### src/rtl/maze_map_arbiter.sv
// maze_map_arbiter
// Shares the single-port maze tile RAM among the VGA tile renderer, the
// player move checker and the level loader. In RUN mode the renderer has
// priority, but a move request that has been denied for STARVE_MAX cycles
// takes the port for one cycle. In LOAD mode only the loader may touch the
// RAM; renderer reads are answered with floor tiles so the screen stays sane.
//
//   state | meaning
//   RUN   | normal play: vga > mv > ld, with aging override for mv
//   LOAD  | level load: ld has exclusive write access, vga fed floor tiles
module maze_map_arbiter #(
    parameter int ADDR_W     = 10,
    parameter int DATA_W     = 2,
    parameter int STARVE_MAX = 15
) (
    input  logic              clk,
    input  logic              reset,

    input  logic              vga_req,
    input  logic [ADDR_W-1:0] vga_addr,
    output logic              vga_gnt,
    output logic              vga_rvalid,
    output logic [DATA_W-1:0] vga_rdata,
    output logic              vga_miss,

    input  logic              mv_req,
    input  logic [ADDR_W-1:0] mv_addr,
    output logic              mv_gnt,
    output logic              mv_rvalid,
    output logic [DATA_W-1:0] mv_rdata,

    input  logic              ld_start,
    input  logic              ld_done,
    input  logic              ld_req,
    input  logic [ADDR_W-1:0] ld_addr,
    input  logic [DATA_W-1:0] ld_wdata,
    output logic              ld_gnt,
    output logic              loading,

    output logic              mem_en,
    output logic              mem_we,
    output logic [ADDR_W-1:0] mem_addr,
    output logic [DATA_W-1:0] mem_wdata,
    input  logic [DATA_W-1:0] mem_rdata
);

    typedef enum logic [0:0] {
        ST_RUN  = 1'b0,
        ST_LOAD = 1'b1
    } state_t;

    localparam logic [7:0] STARVE_LIM = 8'(STARVE_MAX);

    state_t      r_state;
    state_t      w_state_nxt;
    logic [7:0]  r_wait_cnt;
    logic [7:0]  w_wait_cnt_nxt;
    logic        r_vga_rvalid;
    logic        r_vga_floor;
    logic        r_mv_rvalid;
    logic        r_vga_miss;

    logic        w_run;
    logic        w_mv_aged;
    logic        w_vga_gnt;
    logic        w_mv_gnt;
    logic        w_ld_gnt;

    assign w_run     = (r_state == ST_RUN);
    assign w_mv_aged = mv_req && (r_wait_cnt == STARVE_LIM);

    // Mode register
    always_ff @(posedge clk or posedge reset) begin
        if (reset) begin
            r_state <= ST_RUN;
        end else begin
            r_state <= w_state_nxt;
        end
    end

    // Mode transitions; simultaneous start/done is ignored
    always_comb begin
        w_state_nxt = r_state;
        case (r_state)
            ST_RUN:  if (ld_start && !ld_done) w_state_nxt = ST_LOAD;
            ST_LOAD: if (ld_done && !ld_start) w_state_nxt = ST_RUN;
            default: w_state_nxt = ST_RUN;
        endcase
    end

    // Grant selection: at most one requester owns the port each cycle
    always_comb begin
        w_vga_gnt = 1'b0;
        w_mv_gnt  = 1'b0;
        w_ld_gnt  = 1'b0;
        if (w_run) begin
            if (w_mv_aged) begin
                w_mv_gnt = 1'b1;
            end else if (vga_req) begin
                w_vga_gnt = 1'b1;
            end else if (mv_req) begin
                w_mv_gnt = 1'b1;
            end else if (ld_req) begin
                w_ld_gnt = 1'b1;
            end
        end else begin
            w_ld_gnt = ld_req;
        end
    end

    // RAM port mux driven by whichever requester won
    always_comb begin
        mem_en    = 1'b0;
        mem_we    = 1'b0;
        mem_addr  = '0;
        mem_wdata = '0;
        if (w_vga_gnt) begin
            mem_en   = 1'b1;
            mem_addr = vga_addr;
        end else if (w_mv_gnt) begin
            mem_en   = 1'b1;
            mem_addr = mv_addr;
        end else if (w_ld_gnt) begin
            mem_en    = 1'b1;
            mem_we    = 1'b1;
            mem_addr  = ld_addr;
            mem_wdata = ld_wdata;
        end
    end

    // Aging counter next value: frozen at zero during LOAD
    always_comb begin
        w_wait_cnt_nxt = r_wait_cnt;
        if (!w_run || !mv_req || w_mv_gnt) begin
            w_wait_cnt_nxt = '0;
        end else if (r_wait_cnt < STARVE_LIM) begin
            w_wait_cnt_nxt = r_wait_cnt + 8'd1;
        end
    end

    // Aging counter register
    always_ff @(posedge clk or posedge reset) begin
        if (reset) begin
            r_wait_cnt <= '0;
        end else begin
            r_wait_cnt <= w_wait_cnt_nxt;
        end
    end

    // Read-return tracking; the floor flag is captured at request time so a
    // read granted just before a mode switch still returns real RAM data
    always_ff @(posedge clk or posedge reset) begin
        if (reset) begin
            r_vga_rvalid <= 1'b0;
            r_vga_floor  <= 1'b0;
            r_mv_rvalid  <= 1'b0;
            r_vga_miss   <= 1'b0;
        end else begin
            r_vga_rvalid <= w_vga_gnt || (!w_run && vga_req);
            r_vga_floor  <= !w_run && vga_req;
            r_mv_rvalid  <= w_mv_gnt;
            r_vga_miss   <= w_run && vga_req && !w_vga_gnt;
        end
    end

    // Output assignment and read-data steering
    assign vga_gnt    = w_vga_gnt;
    assign mv_gnt     = w_mv_gnt;
    assign ld_gnt     = w_ld_gnt;
    assign loading    = (r_state == ST_LOAD);
    assign vga_rvalid = r_vga_rvalid;
    assign vga_miss   = r_vga_miss;
    assign mv_rvalid  = r_mv_rvalid;
    assign vga_rdata  = (r_vga_rvalid && !r_vga_floor) ? mem_rdata : '0;
    assign mv_rdata   = r_mv_rvalid ? mem_rdata : '0;

endmodule

### config.mk
export PLATFORM = sky130hd
export DESIGN_NAME = maze_map_arbiter
export DESIGN_NICKNAME = d
export VERILOG_FILES = /design/src/rtl/maze_map_arbiter.sv
export SDC_FILE = /design/constraint.sdc
export NUM_CORES = 1
export LEC_CHECK = 0
export BUFFER_PORTS_ARGS = -buffer_cell sky130_fd_sc_hd__buf_2
export CELL_PAD_IN_SITES_DETAIL_PLACEMENT = 0
export CELL_PAD_IN_SITES_GLOBAL_PLACEMENT = 1
export CORE_MARGIN = 1.5
export CORE_UTILIZATION = 29
export CTS_CLUSTER_DIAMETER = 100
export DETAILED_ROUTE_END_ITERATION = 6
export GPL_TIMING_DRIVEN = 0
export MAX_ROUTING_LAYER = met4
export PLACE_DENSITY_LB_ADDON = 0.1
export REMOVE_ABC_BUFFERS = 1
export SKIP_LAST_GASP = 1
export SLEW_MARGIN = 20
export SYNTH_ARGS = -nofsm -noshare
export SYNTH_HDL_FRONTEND = slang
export SYNTH_SLANG_ARGS = --single-unit
export TNS_END_PERCENT = 1
### constraint.sdc
create_clock -name clk -period 3.9 [get_ports clk]
set_clock_uncertainty 0.05 [all_clocks]
set_input_delay 0.39 -clock clk [delete_from_list [all_inputs] [get_ports clk]]
set_output_delay 0.39 -clock clk [all_outputs]
set_load 0.01 [all_outputs]
==> out/qor.csv <==
stage,metric,value,unit
synth,synth_cell_types,28,
finish,synthToLayoutAreaGrowth,43.1,%
finish,drive_gt1_share,54.0,%
setup_path,slowest_stage,o21ai_1,
drt,dr.pass1.iters,4,
setup_path,rr_endpoint,vga_rvalid$_DFF_PP0_,
drt,drt_wl_total,2340,um
timing,fmax,0.328,GHz
finish,fillCellCount,291,
floorplanning,ios,66,
drt,viasPerCell,5.16,
timing,setup_ws,854,ps
timing,slew_headroom,34.0,%
finish,nNetsFinal,193,
power,p_per_area,269,nW/um^2
synth,synth_edf_count,0,
cts,cts.clk_slew.worst_paths,80,ps
cts,clock_sinks,13,
setup_path,reg2reg_from,r_wait_cnt[7]$_DFFE_PP0P_,
min_path,hold_path_class,input port to async pin,
power,ir_worst_vdd,155,uV
synth,synth_seq_cells,13,
placed_design,place_ws,1100,ps
setup_path,worstSetupEndpoint,mem_addr[7],
cts,post-cts-setup-buffers,0,
drt,num_vias,934,
synth,synth_ff_type,dfrtp_1,
drt,drt_iter0_markers,18,
drt,antenna_left,0,
power,p_leak,0.000674,uW
placed_design,dpl_cell_area,1200,sq um
synth,synth-simple-area-share,21.4,%
setup_path,cp_max_fo,11,
synth,synthArstFlopShare,100,%
global_route,grt_pass1_wl,3860,um
finish,multi_input_area,494,sq um
floorplanning,core_area,2780,sq um
timing,period_share,78.1,%
setup_path,arrival,2610,ps
global_route,antenna_found_initial,0,
synth,yosys_warnings,0,
synth,synthMuxAreaShare,13.1,%
synth,synth_compound_area_share,19.7,%
synth,synth_top_family_by_area,simple AND/OR/NAND/NOR gates,
synth,synth_most_common_cell,dfrtp_1,
setup_path,rrSetupSlack,2140,ps
finish,n_antenna_cell,0,
finish,stdcell_count,181,
timing,max_slew.worst_pin.slew,983,ps
cts,clk_latency,270,ps
outcome,status,finished clean,
synth,synth_xor_area_share,0,%
timing,grt_setup_unrepaired,no,
global_route,grt_overflow_total,0,
placed_design,port_buffers,65,
setup_path,startpoint_type,flop,
timing,fin_tns_setup,0,ps
floorplanning,start_util,30.9,%
setup_path,cp-startpoint,r_wait_cnt[7]$_DFFE_PP0P_,
timing,timing.final.crit_period,3050,ps
timing,drv_slew,0,
cts,postCtsHoldBufs,0,
placed_design,dp_hpwl,1810,um
synth,synth_area_per_cell,9.87,sq um
finish,stdcell_area,1230,sq um
synth,synth_top_area_share,37.9,%
placed_design,placed_cells,177,
timing,final-setup-viol-count,0,
synth,synthesis.area,858,sq um
setup_path,critPathCaptureType,output pin,
cts,cts_resized,0,
synth,netlist_top_cells_area,"dfrtp_1, mux2_2, a32o_1",
cts,cts_root_buf,clkbuf_4,
setup_path,rr_worst_depth,3,
cts,numCtsBuffers,3,
setup_path,cpPeakStageDelay,790,ps
global_route,grt_pass1_vias,882,
finish,final_util,44.2,%
synth,seq_area_frac_synth,37.9,%
floorplanning,fp-row-count,19,
cts,ctsHtreeMaxLevel,1,
timing,hold_viol,0,
setup_path,cp_num_cells,4,
cts,clock_path_buffers,2,
drt,wl_per_cell,13.0,um
floorplanning,die_x,57.4,um
synth,synth_common_cells,"dfrtp_1, a32o_1, mux2_2",
synth,synth_top_area_cell,dfrtp_1,
setup_path,worst-path-buf-inv,1,
setup_path,crit_chain,"or4_4, o21ai_1, mux2_2, buf_2",
setup_path,worstPathRequired,3460,ps
placed_design,place.gp.congestion,0.713,
setup_path,critPathTopFamily,compound AO/OA/AOI/OAI gates,
setup_path,path_class,flop to output pin,
flow_run,max-cap-violations,0,
drt,route.detailed.drc,0,
synth,synthCells,87,
floorplanning,dieArea,3300,sq um
floorplanning,die_y,57.4,um
finish,seq_area,325,sq um
global_route,grt_max_degree,17,
cts,cts_tree,yes,
synth,synth_fa_ha_area_share,2.62,%
global_route,grt_use_total,15.3,%
==> worst register-to-register path: cells and delay by family, from the launching register on <==
kind	cells	cell delay (ps)
AO/OA/AOI/OAI	1	280
flip-flops	1	400
AND/OR/NAND/NOR	2	920
==> state kept, by name (all words and copies together), names as in the netlist <==
signal / cells
r_vga_floor: 1
vga_rvalid: 1
mv_rvalid: 1
vga_miss: 1
loading: 1
r_wait_cnt: 8
==> routing by layer <==
metal	wire, um	global-route usage, %	vias up
li1	-	-	454
met1	980	16.5	433
met2	1180	28.4	45
met3	163	2.72	2
met4	19	3.99	0
met5	0	-	-
==> per-stage QoR <==
| stage | hold WS, ps | power [uW] |
|---|---|---|
| 6_report | 67.4 | 330 |
| 4_1_cts | 90.1 | 334 |
| 3_5_place_dp | 387 | 249 |
| 3_3_place_gp | 383 | 248 |
| 5_1_grt | 113 | 349 |
| 2_1_floorplan | 217 | 199 |
==> cell families after synthesis <==
family                     Yosys count
muxes                               10
buffers and inverters               11
adders and majority gates            2
AOI/OAI and AO/OA                   21
and+or+nand+nor                     30
DFF                                 13
==> layout make-up <==
cell class                 instances  area share (%)
clock buffer                       4            2.14
inverter                           5            1.53
multi-input combinational         63            40.2
sequential                        13            26.5
tap                               31            3.16
timing repair buffer              65            26.5
==> power breakdown <==
group | internal (uW) | switching (uW) | leakage (uW)
clock network | 39.7 | 44.6 | 0.0000150
registers | 138 | 3.48 | 0.000175
logic | 54.6 | 49.7 | 0.000484
total | 232 | 97.7 | 0.000674
==> worst min path at each step <==
| stage | startpoint | end | depth (start not counted) |
|---|---|---|---|
| floorplan | reset | loading$_DFF_PP0_ | 1 |
| global placement | reset | loading$_DFF_PP0_ | 2 |
| detailed placement | reset | loading$_DFF_PP0_ | 2 |
| CTS | reset | loading$_DFF_PP0_ | 2 |
| global route | reset | r_wait_cnt[6]$_DFFE_PP0P_ | 2 |
| finish | reset | r_wait_cnt[2]$_DFFE_PP0P_ | 2 |
==> cells in the final DEF (no fill, tap or decap) <==
master,count
nor2b_1,1
or4_4,1
or4_1,1
a21boi_0,1
clkbuf_4,3
buf_2,65
ha_1,1
o31ai_1,1
o21bai_2,1
nand2b_1,1
o21ai_1,1
a21o_1,1
nor4_1,1
inv_1,5
maj3_1,1
and2_1,5
nand4_1,2
nor2b_2,1
o31a_1,1
mux2_2,10
and3_1,6
dfrtp_1,13
a21oi_1,5
nand3_1,3
clkbuf_1,1
nand2_1,4
and3b_1,2
nor2_1,1
a32o_1,10
nand3b_1,1
Power figures use the tool's default switching activity.
